## config.mk

```make
export PLATFORM = sky130hd
export DESIGN_NAME = pet_text_renderer_flat
export DESIGN_NICKNAME = d
export VERILOG_FILES = /design/src/rtl/pet_text_renderer_if.sv /design/src/rtl/pet_text_renderer.sv /design/src/flat_wrapper.sv
export SDC_FILE = /design/constraint.sdc
export NUM_CORES = 1
export LEC_CHECK = 0
export CAP_MARGIN = 0
export CORE_MARGIN = 4
export CORE_UTILIZATION = 47
export DETAILED_ROUTE_END_ITERATION = 7
export PLACE_DENSITY = 0.79
export SLEW_MARGIN = 20
export SYNTH_ARGS = -nofsm -noshare
export SYNTH_HDL_FRONTEND = slang
export SYNTH_SLANG_ARGS = --single-unit
```

## constraint.sdc

```tcl
create_clock -name clk -period 3.28 [get_ports clk]
set_input_delay 0.328 -clock clk [delete_from_list [all_inputs] [get_ports clk]]
set_output_delay 0.328 -clock clk [all_outputs]
set_load 0.02 [all_outputs]
```

## src/rtl/pet_text_renderer_if.sv

```systemverilog
// Signal bundle between the VGA timing generator, video RAM, font ROM and the
// PET text renderer. The renderer takes the slave view; the timing/memory side takes the master view.
interface pet_text_renderer_if;
  logic [9:0] x;
  logic [9:0] y;
  logic       active;
  logic       h_sync_in;
  logic       v_sync_in;
  logic       blanking_start;
  logic [9:0] vram_addr;
  logic [7:0] vram_data;
  logic [9:0] font_addr;
  logic [7:0] font_data;
  logic       cursor_en;
  logic [9:0] cursor_addr;
  logic       pixel;
  logic       h_sync;
  logic       v_sync;
  logic       de;

  modport slave (
    input  x, y, active, h_sync_in, v_sync_in, blanking_start,
    input  vram_data, font_data, cursor_en, cursor_addr,
    output vram_addr, font_addr, pixel, h_sync, v_sync, de
  );

  modport master (
    output x, y, active, h_sync_in, v_sync_in, blanking_start,
    output vram_data, font_data, cursor_en, cursor_addr,
    input  vram_addr, font_addr, pixel, h_sync, v_sync, de
  );
endinterface

```

## src/rtl/pet_text_renderer.sv

```systemverilog
// 40x25 PET-style text renderer: 5-stage pipeline through synchronous VRAM and
// font ROM, producing a monochrome pixel with syncs/de delayed to match.
module pet_text_renderer #(
  parameter int V_OFFSET     = 40,
  parameter int COLS         = 40,
  parameter int BLINK_FRAMES = 30
) (
  input  logic                 clk,
  input  logic                 rst,
  pet_text_renderer_if.slave   bus
);

  localparam logic [9:0] Y_LO       = 10'(V_OFFSET);
  localparam logic [9:0] Y_HI       = 10'(V_OFFSET + 400);
  localparam logic [5:0] BLINK_LAST = 6'(BLINK_FRAMES - 1);

  // Window decode
  logic       in_text;
  logic [9:0] yt;
  logic [4:0] row;
  logic [5:0] col;
  logic [2:0] grow;
  logic [2:0] bsel;
  logic [9:0] cell_addr;

  assign in_text = bus.active && (bus.y >= Y_LO) && (bus.y < Y_HI);
  assign yt      = bus.y - Y_LO;
  assign row     = yt[8:4];
  assign grow    = yt[3:1];
  assign col     = bus.x[9:4];
  assign bsel    = 3'd7 - bus.x[3:1];

  generate
    if (COLS == 40) begin : g_addr40
      assign cell_addr = {row, 5'b0} + {2'b0, row, 3'b0} + {4'b0, col};
    end else begin : g_addr_gen
      assign cell_addr = 10'(row) * 10'(COLS) + {4'b0, col};
    end
  endgenerate

  logic unused_bits;
  assign unused_bits = &{1'b0, yt[9], yt[0], bus.x[0]};

  // Pipeline registers
  logic [9:0] vram_addr_q, vram_addr_d;
  logic [9:0] font_addr_q, font_addr_d;
  logic       pixel_q, pixel_d;

  logic       s1_in_q, s1_in_d, s1_match_q, s1_match_d;
  logic [2:0] s1_bsel_q, s1_bsel_d, s1_grow_q, s1_grow_d;
  logic       s2_in_q, s2_in_d, s2_match_q, s2_match_d;
  logic [2:0] s2_bsel_q, s2_bsel_d, s2_grow_q, s2_grow_d;
  logic       s3_in_q, s3_in_d, s3_match_q, s3_match_d, s3_rev_q, s3_rev_d;
  logic [2:0] s3_bsel_q, s3_bsel_d;
  logic       s4_in_q, s4_in_d, s4_match_q, s4_match_d, s4_rev_q, s4_rev_d;
  logic [2:0] s4_bsel_q, s4_bsel_d;

  logic [4:0] hs_q, hs_d, vs_q, vs_d, de_q, de_d;
  logic [5:0] blink_cnt_q, blink_cnt_d;
  logic       blink_phase_q, blink_phase_d;

  always_comb begin
    // S1: address generation; the address holds outside the window
    vram_addr_d = in_text ? cell_addr : vram_addr_q;
    s1_in_d     = in_text;
    s1_bsel_d   = bsel;
    s1_grow_d   = grow;
    s1_match_d  = (cell_addr == bus.cursor_addr);

    // S2: RAM read in flight
    s2_in_d     = s1_in_q;
    s2_bsel_d   = s1_bsel_q;
    s2_grow_d   = s1_grow_q;
    s2_match_d  = s1_match_q;

    // S3: character code arrives, build glyph row address
    font_addr_d = {bus.vram_data[6:0], s2_grow_q};
    s3_rev_d    = bus.vram_data[7];
    s3_in_d     = s2_in_q;
    s3_bsel_d   = s2_bsel_q;
    s3_match_d  = s2_match_q;

    // S4: ROM read in flight
    s4_in_d     = s3_in_q;
    s4_bsel_d   = s3_bsel_q;
    s4_match_d  = s3_match_q;
    s4_rev_d    = s3_rev_q;

    // S5: reverse video and cursor are both XOR terms, so they cancel on a cursor cell
    pixel_d = s4_in_q & (bus.font_data[s4_bsel_q] ^ s4_rev_q ^
                         (bus.cursor_en & s4_match_q & blink_phase_q));

    hs_d = {hs_q[3:0], bus.h_sync_in};
    vs_d = {vs_q[3:0], bus.v_sync_in};
    de_d = {de_q[3:0], bus.active};

    blink_cnt_d   = blink_cnt_q;
    blink_phase_d = blink_phase_q;
    if (bus.blanking_start) begin
      if (blink_cnt_q == BLINK_LAST) begin
        blink_cnt_d   = '0;
        blink_phase_d = ~blink_phase_q;
      end else begin
        blink_cnt_d = blink_cnt_q + 6'd1;
      end
    end
  end

  always_ff @(posedge clk) begin
    if (rst) begin
      vram_addr_q   <= '0;
      font_addr_q   <= '0;
      pixel_q       <= 1'b0;
      s1_in_q       <= 1'b0;
      s1_match_q    <= 1'b0;
      s1_bsel_q     <= '0;
      s1_grow_q     <= '0;
      s2_in_q       <= 1'b0;
      s2_match_q    <= 1'b0;
      s2_bsel_q     <= '0;
      s2_grow_q     <= '0;
      s3_in_q       <= 1'b0;
      s3_match_q    <= 1'b0;
      s3_rev_q      <= 1'b0;
      s3_bsel_q     <= '0;
      s4_in_q       <= 1'b0;
      s4_match_q    <= 1'b0;
      s4_rev_q      <= 1'b0;
      s4_bsel_q     <= '0;
      hs_q          <= '1;
      vs_q          <= '1;
      de_q          <= '0;
      blink_cnt_q   <= '0;
      blink_phase_q <= 1'b1;
    end else begin
      vram_addr_q   <= vram_addr_d;
      font_addr_q   <= font_addr_d;
      pixel_q       <= pixel_d;
      s1_in_q       <= s1_in_d;
      s1_match_q    <= s1_match_d;
      s1_bsel_q     <= s1_bsel_d;
      s1_grow_q     <= s1_grow_d;
      s2_in_q       <= s2_in_d;
      s2_match_q    <= s2_match_d;
      s2_bsel_q     <= s2_bsel_d;
      s2_grow_q     <= s2_grow_d;
      s3_in_q       <= s3_in_d;
      s3_match_q    <= s3_match_d;
      s3_rev_q      <= s3_rev_d;
      s3_bsel_q     <= s3_bsel_d;
      s4_in_q       <= s4_in_d;
      s4_match_q    <= s4_match_d;
      s4_rev_q      <= s4_rev_d;
      s4_bsel_q     <= s4_bsel_d;
      hs_q          <= hs_d;
      vs_q          <= vs_d;
      de_q          <= de_d;
      blink_cnt_q   <= blink_cnt_d;
      blink_phase_q <= blink_phase_d;
    end
  end

  assign bus.vram_addr = vram_addr_q;
  assign bus.font_addr = font_addr_q;
  assign bus.pixel     = pixel_q;
  assign bus.h_sync    = hs_q[4];
  assign bus.v_sync    = vs_q[4];
  assign bus.de        = de_q[4];

endmodule

```

## src/flat_wrapper.sv

```systemverilog
// flat-port wrapper written by rule: the top's interface ports become plain ports
module pet_text_renderer_flat 
#(
  parameter int V_OFFSET     = 40,
  parameter int COLS         = 40,
  parameter int BLINK_FRAMES = 30
)
  (clk, rst, bus_x, bus_y, bus_active, bus_h_sync_in, bus_v_sync_in, bus_blanking_start, bus_vram_data, bus_font_data, bus_cursor_en, bus_cursor_addr, bus_vram_addr, bus_font_addr, bus_pixel, bus_h_sync, bus_v_sync, bus_de);
  pet_text_renderer_if bus_i ();
  input  logic clk;
  input  logic rst;
  input wire logic [$bits(bus_i.x)-1:0] bus_x;
  input wire logic [$bits(bus_i.y)-1:0] bus_y;
  input wire logic [$bits(bus_i.active)-1:0] bus_active;
  input wire logic [$bits(bus_i.h_sync_in)-1:0] bus_h_sync_in;
  input wire logic [$bits(bus_i.v_sync_in)-1:0] bus_v_sync_in;
  input wire logic [$bits(bus_i.blanking_start)-1:0] bus_blanking_start;
  input wire logic [$bits(bus_i.vram_data)-1:0] bus_vram_data;
  input wire logic [$bits(bus_i.font_data)-1:0] bus_font_data;
  input wire logic [$bits(bus_i.cursor_en)-1:0] bus_cursor_en;
  input wire logic [$bits(bus_i.cursor_addr)-1:0] bus_cursor_addr;
  output wire logic [$bits(bus_i.vram_addr)-1:0] bus_vram_addr;
  output wire logic [$bits(bus_i.font_addr)-1:0] bus_font_addr;
  output wire logic [$bits(bus_i.pixel)-1:0] bus_pixel;
  output wire logic [$bits(bus_i.h_sync)-1:0] bus_h_sync;
  output wire logic [$bits(bus_i.v_sync)-1:0] bus_v_sync;
  output wire logic [$bits(bus_i.de)-1:0] bus_de;
  assign bus_i.x = bus_x;
  assign bus_i.y = bus_y;
  assign bus_i.active = bus_active;
  assign bus_i.h_sync_in = bus_h_sync_in;
  assign bus_i.v_sync_in = bus_v_sync_in;
  assign bus_i.blanking_start = bus_blanking_start;
  assign bus_i.vram_data = bus_vram_data;
  assign bus_i.font_data = bus_font_data;
  assign bus_i.cursor_en = bus_cursor_en;
  assign bus_i.cursor_addr = bus_cursor_addr;
  assign bus_vram_addr = bus_i.vram_addr;
  assign bus_font_addr = bus_i.font_addr;
  assign bus_pixel = bus_i.pixel;
  assign bus_h_sync = bus_i.h_sync;
  assign bus_v_sync = bus_i.v_sync;
  assign bus_de = bus_i.de;
  pet_text_renderer #(.V_OFFSET(V_OFFSET), .COLS(COLS), .BLINK_FRAMES(BLINK_FRAMES)) u_core (.clk(clk), .rst(rst), .bus(bus_i));
endmodule
```

==> run metrics, run 1 <==
post-route cell area ~3700 um2; ratio of cells with drive above 1 in the final layout between 10% and 20%; post-CTS resize count 0; Die Area a little under 7000 um2; initial cell density of the core approximately half; Slew HR ~65%; area grow syn2layout 38.0%; total gr overflow 0; CTS buffer count 9; Overall Global Routing Usage about 15%; Pwr Total about 1.9 mW; Pins Over Slew Limit 0; Routed WL around 4.8 mm; Unique masters post-synth 33; row cnt 27; Root Buffer clkbuf_8; Initial DRC Count 40; sequential share of the synthesized area a little over half; Post-CTS Setup Bufs 0; Final Cycle Share between 90% and 100%; FF+latch count, synth slightly above 70; Post-Syn Nets about 310; H-tree depth 3; hold buffer count at cts 0; num ports 77; Post-Syn Area between 2000 and 3000 um2; die height 83.4 um; commonest cells after routing, fill and taps aside clkdlybuf4s50_1, dfxtp_1, nor2b_1; largest net degree at the start of global routing 36; Fillers 430; routed len/inst 12.0 um; Setup crit end kind flip-flop; ANT cells 0; CTS Buffer Depth 2; Final Critical Period just over 3 ns; RSZ-0062 raised after global routing false; CORE AREA 5510 um2; Final setup violation count 0; Routed Antenna Nets 0; placed cell areas 3500 um2; post-layout util about 67%; HP Class flip-flop to flip-flop; Final nets slightly below 400; Yosys top cell area share between 50% and 60%; Max Cap Viol 0; clock sink count 71; Syn Area/Cell between 10 and 15 um2; Synth area leaders dfxtp_1, nor2b_1, ha_1; # DRC 0; synthesized instance count approximately 240; DRT Pass-1 Iters 4; setup tns final 0 ns; DP HPWL between 3 and 4 mm; synth warn 0; status complete, no violations; Worst-path clk slew roughly 0.070 ns; Final Hold Viols 0; Vias/cell between 4 and 5; Vias about 1,800; Worst setup SP type input pin; Worst Setup Path Type input pin to flip-flop; worst path required time roughly 3.5 ns; initial antenna violation count 0; Clock Skew ~0.0057 ns; Die Width ~83 um; Worst-Skew Late Latency ~0.32 ns; first-pass GRT wire length 8.11 mm; Slew @ Worst Pin roughly 0.53 ns; peak supply drop ~0.30 mV; most common cell after layout, fill and taps aside clkdlybuf4s50_1; pwr/cell area ~520 nW/um2; Crit Path Max Fanout 4; cell taking the most area after synthesis dfxtp_1; P_leak about 1.4 nW; GP Congestion about 0.83; arrival time worst endpoint roughly 3.2 ns; CTS tree built; FMAX around 330 MHz; number of global-route vias before repair roughly 1,900; port bufs 74
==> metrics by stage <==
step	hold slack [ns]	setup WS, ns	std cells
3_3_place_gp	0.391	0.0301	384
4_1_cts	0.406	0.270	400
3_5_place_dp	0.393	-0.0623	384
6_report	0.407	0.259	400
5_1_grt	0.418	0.0647	400
2_1_floorplan	0.389	0.686	242
==> kinds of logic (layout without fill, tap and decap cells) <==
| group | count (synthesis) | in the layout | share of synthesized area [%] |
|---|---|---|---|
| adders and majority gates | 14 | 14 | 7.11 |
| muxes | 12 | 12 | 5.43 |
| and+or+nand+nor | 90 | 90 | 19.2 |
| xor gates and xnor gates | 26 | 26 | 8.80 |
| DFF | 71 | 71 | 53.2 |
| buffers and inverters | 15 | 101 | 2.39 |
| AOI/OAI and AO/OA | 14 | 14 | 3.93 |
==> state kept, by name, indices dropped and copies added, names as in the netlist, 3 cells and up <==
name and count:
u_core.s4_bsel_q 3, u_core.s2_bsel_q 3, u_core.blink_cnt_q 6, u_core.s2_grow_q 3, u_core.vs_q 5, u_core.bus.font_addr 10, u_core.s3_bsel_q 3, u_core.s1_grow_q 3
u_core.bus.vram_addr 10, u_core.de_q 5, u_core.s1_bsel_q 3, u_core.hs_q 5
==> synth_stat cells (all sizes together) <==
| library cell | instances |
|---|---|
| dfxtp | 71 |
| nor2b | 38 |
| nor2 | 26 |
| xor2 | 17 |
| ha | 12 |
| or2 | 11 |
| mux2i | 10 |
| clkbuf | 9 |
| xnor2 | 9 |
| inv | 5 |
| a211oi | 3 |
| a21oi | 3 |
| nand2 | 3 |
| fa | 2 |
| mux4 | 2 |
| nand3 | 2 |
| nand4 | 2 |
| nor4 | 2 |
| o211ai | 2 |
| o21ai | 2 |
| a21o | 1 |
| a31oi | 1 |
| buf | 1 |
| nand2b | 1 |
| nand4b | 1 |
| nor3 | 1 |
| nor3b | 1 |
| nor4b | 1 |
| o21a | 1 |
| o21bai | 1 |
| or3 | 1 |
==> final timing paths <==
check	from	end	slack (ns)	cells past startpoint
hold reg to reg	u_core.hs_q[2]	u_core.hs_q[3]	0.41	1
setup reg to reg	u_core.blink_cnt_q[1]	u_core.blink_cnt_q[1]	1.87	6
setup / recovery	bus_y[4]	u_core.s1_match_q	0.26	10
hold / removal	u_core.hs_q[2]	u_core.hs_q[3]	0.41	1
==> metal layers <==
metal / GRT usage (%) / routed length, um / part of all wire [%]
met3: 7.84 / 417 / 8.7
met1: 16.0 / 1990 / 41
met5: 0 / 0 / 0
met2: 24.1 / 2330 / 49
met4: 5.26 / 64 / 1.3
==> cell type report <==
class	instances	area (um2)	share of cell area, %
clock buffers	11	131	3.56
clock inverters	5	58.8	1.59
inverters	5	18.8	0.509
multi-input cells	156	1190	32.2
flip-flops and latches	71	1420	38.5
well taps	72	90.1	2.44
repair buffers	80	781	21.2
==> worst max-delay path, cell delays in order <==
cell	delay, ns
clkdlybuf4s50_1	0.47
o21a_1	0.23
xnor2_1	0.25
fa_1	0.52
ha_1	0.31
a211oi_1	0.31
o21bai_1	0.13
a21oi_1	0.28
xnor2_1	0.12
nor4_1	0.29
==> report_power, final <==
| group | switching [mW] | internal, mW | total [mW] |
|---|---|---|---|
| combinational | 0.165 | 0.188 | 0.352 |
| sequential | 0.0131 | 0.897 | 0.910 |
| clock | 0.306 | 0.352 | 0.658 |
Power figures use the tool's default switching activity.
==> inputs of run 2 (changes only) <==
ABC_AREA = 0   (was unset)
SETUP_SLACK_MARGIN = 0.3   (was unset)
==> run 2 against run 1 <==
Maximum frequency rose by 5.3%. Critical endpoint unchanged. Clock skew barely moved. Total power rose by 0.62%. Die area did not move. Combinational power rose by 4%. First-iteration DRC count fell by 5.0%. Critical path type unchanged.
==> run metrics, run 2 (synthesis gave the netlist of run 1 again) <==
status complete, no violations; worst path required time 3.51 ns (about the same); Final nets 390 (unchanged); CORE AREA 5510 um2 (unchanged); Slew HR 64.9% (+0.13 points); Root Buffer clkbuf_8; Crit Path Max Fanout 4 (unchanged); clock sink count 71 (unchanged); Clock Skew 0.00563 ns (-0.0000210 ns); register share of total power 47.1% (-0.3 points); Hold Slack 0.407 ns (-0.00000100 ns); initial antenna violation count 0 (unchanged); Final Hold Viols 0 (unchanged); Worst setup SP type input pin; Final WS setup 0.411 ns (+0.152 ns); DRT Pass-1 Iters 4 (unchanged); Pwr Total 1.93 mW (+0.62%); post-layout util 67.6% (+0.55 points); Routed WL 4.89 mm (+1.8%); Pint 1.44 mW (+0.34%); critical-path cell list clkdlybuf4s50_1 > inv_1 > ha_1 > inv_1 > a21oi_1 > xor2_1 > ha_1 > ha_1 > o21ai_0 > o21bai_1 > a21oi_2 > xnor2_1 > nor4_2; Fillers 427 (-0.70%); row cnt 27 (unchanged); CTS tree built; Clock Power Share 34.0% (-0.2 points); pwr/cell area 519 nW/um2 (-0.19%); area grow syn2layout 39.1%; Setup crit end kind flip-flop; Final Cycle Share 87.5% (-4.6 points); Slew @ Worst Pin 0.526 ns (-0.00197 ns); setup tns final 0 ns (unchanged); Overall Global Routing Usage 14.6% (unchanged); Worst-Skew Late Latency 0.32 ns (about the same); Post-Place Worst Slack -0.0623 ns (unchanged); WP buf/inv 3 (+2); Psw 490 uW (+1.5%); Die Area 6960 um2 (unchanged); # DRC 0 (unchanged); P_leak 1.46 nW (+0.85%); initial cell density of the core 48.6% (unchanged); kind of cell adding the most delay to the critical path adder cells; Pins Over Slew Limit 0 (unchanged); met2 usage 24.1% (unchanged); hold buffer count at cts 0 (unchanged); CTS buffer count 9 (unchanged); Most Frequent Cell on Critical Path ha_1; first-pass GRT wire length 8.11 mm (unchanged); Worst Setup Path Type input pin to flip-flop; total gr overflow 0 (unchanged); Sw Ratio 25.4% (+0.21 points); met1 GRT Util 16.0% (unchanged); Initial DRC Count 38 (-5.0%); Max Cap Viol 0 (unchanged); largest net degree at the start of global routing 36 (unchanged); Routed Antenna Nets 0 (unchanged); Combinational Power Share 18.9% (+0.5 points); DP HPWL 3.54 mm (unchanged); Worst-path clk slew 0.07 ns (about the same); HP Class flip-flop to flip-flop; num ports 77 (unchanged); Final setup violation count 0 (unchanged); commonest cells after routing, fill and taps aside clkdlybuf4s50_1, dfxtp_1, nor2b_1; ANT cells 0 (unchanged); CTS Buffer Depth 2 (unchanged); gr busiest metal met2; peak supply drop 0.296 mV (about the same); number of global-route vias before repair 1,855 (-0.38%); Critical-path top delay cell clkdlybuf4s50_1; ratio of cells with drive above 1 in the final layout 13.1% (+1.5 points); port bufs 74 (unchanged); Largest stage delay, worst path 0.47 ns (-0.05 ns); Vias 1,860 (+1.7%); Die Width 83.4 um (unchanged); die height 83.4 um (unchanged); arrival time worst endpoint 3.10 ns (-0.14 ns); Final Critical Period 2.87 ns (-0.152 ns); routed len/inst 12.2 um (+1.8%); met3 usage 7.84% (unchanged); RSZ-0062 raised after global routing false; Vias/cell 4.65 (+1.7%); H-tree depth 3 (unchanged); most common cell after layout, fill and taps aside clkdlybuf4s50_1; FMAX 349 MHz (+5.3%); GP Congestion 0.826 (unchanged)
[run 2: worst reg2reg max path: cells and delay by family, from the launching register on]
kind | cells | cell delay (ns)
and+or+nand+nor | 3 | 0.49
AOI/OAI and AO/OA | 1 | 0.21
DFF | 1 | 0.38
buffers and inverters | 1 | 0.06
adders and majority gates | 1 | 0.18
[run 2: final cells by class]
type / instances / area [um2] / share of cell area [%]
clock buffer: 11 / 131 / 3.53
inverter: 5 / 18.8 / 0.505
timing repair buffer: 80 / 781 / 21.0
clock inverter: 5 / 58.8 / 1.58
multi-input combinational: 156 / 1220 / 32.8
tap: 72 / 90.1 / 2.42
sequential: 71 / 1420 / 38.2
[run 2: timing repair]
| action | in CTS | in global routing |
|---|---|---|
| buffers inserted | 0 | 0 |
| pin swaps | 0 | 0 |
| resized for setup | 1 | 4 |
| setup endpoints to repair | 1 | 2 |
[run 2: through the flow]
stage,cell area [um2],instances
after global routing,3720,400
after global placement,3500,384
after floorplan,2670,242
after CTS,3690,400
final,3720,400
after detailed placement,3500,384
[run 2: metal layers]
layer / up-vias / wire, um / share of wire (%)
met5: - / 0 / 0
met4: 0 / 64 / 1.3
met3: 6 / 433 / 8.9
met2: 61 / 2410 / 49
met1: 846 / 1980 / 40
li1: 947 / - / -
[run 2: power groups by stage]
stage / sequential (mW) / combinational, mW / clock, mW
3_3_place_gp: 0.929 / 0.348 / 0
4_1_cts: 0.910 / 0.360 / 0.678
3_5_place_dp: 0.930 / 0.354 / 0
5_1_grt: 0.914 / 0.401 / 0.731
6_report: 0.910 / 0.366 / 0.656
2_1_floorplan: 0.949 / 0.193 / 0
[run 2: path summary, 6_finish.rpt]
kind                               from                     to  slack, ns  cells past startpoint
setup reg to reg  u_core.blink_cnt_q[1]  u_core.blink_cnt_q[1]       1.88                      6
setup / recovery               bus_y[4]      u_core.s1_match_q       0.41                     13
hold reg to reg          u_core.hs_q[2]         u_core.hs_q[3]       0.41                      1
hold / removal           u_core.hs_q[2]         u_core.hs_q[3]       0.41                      1
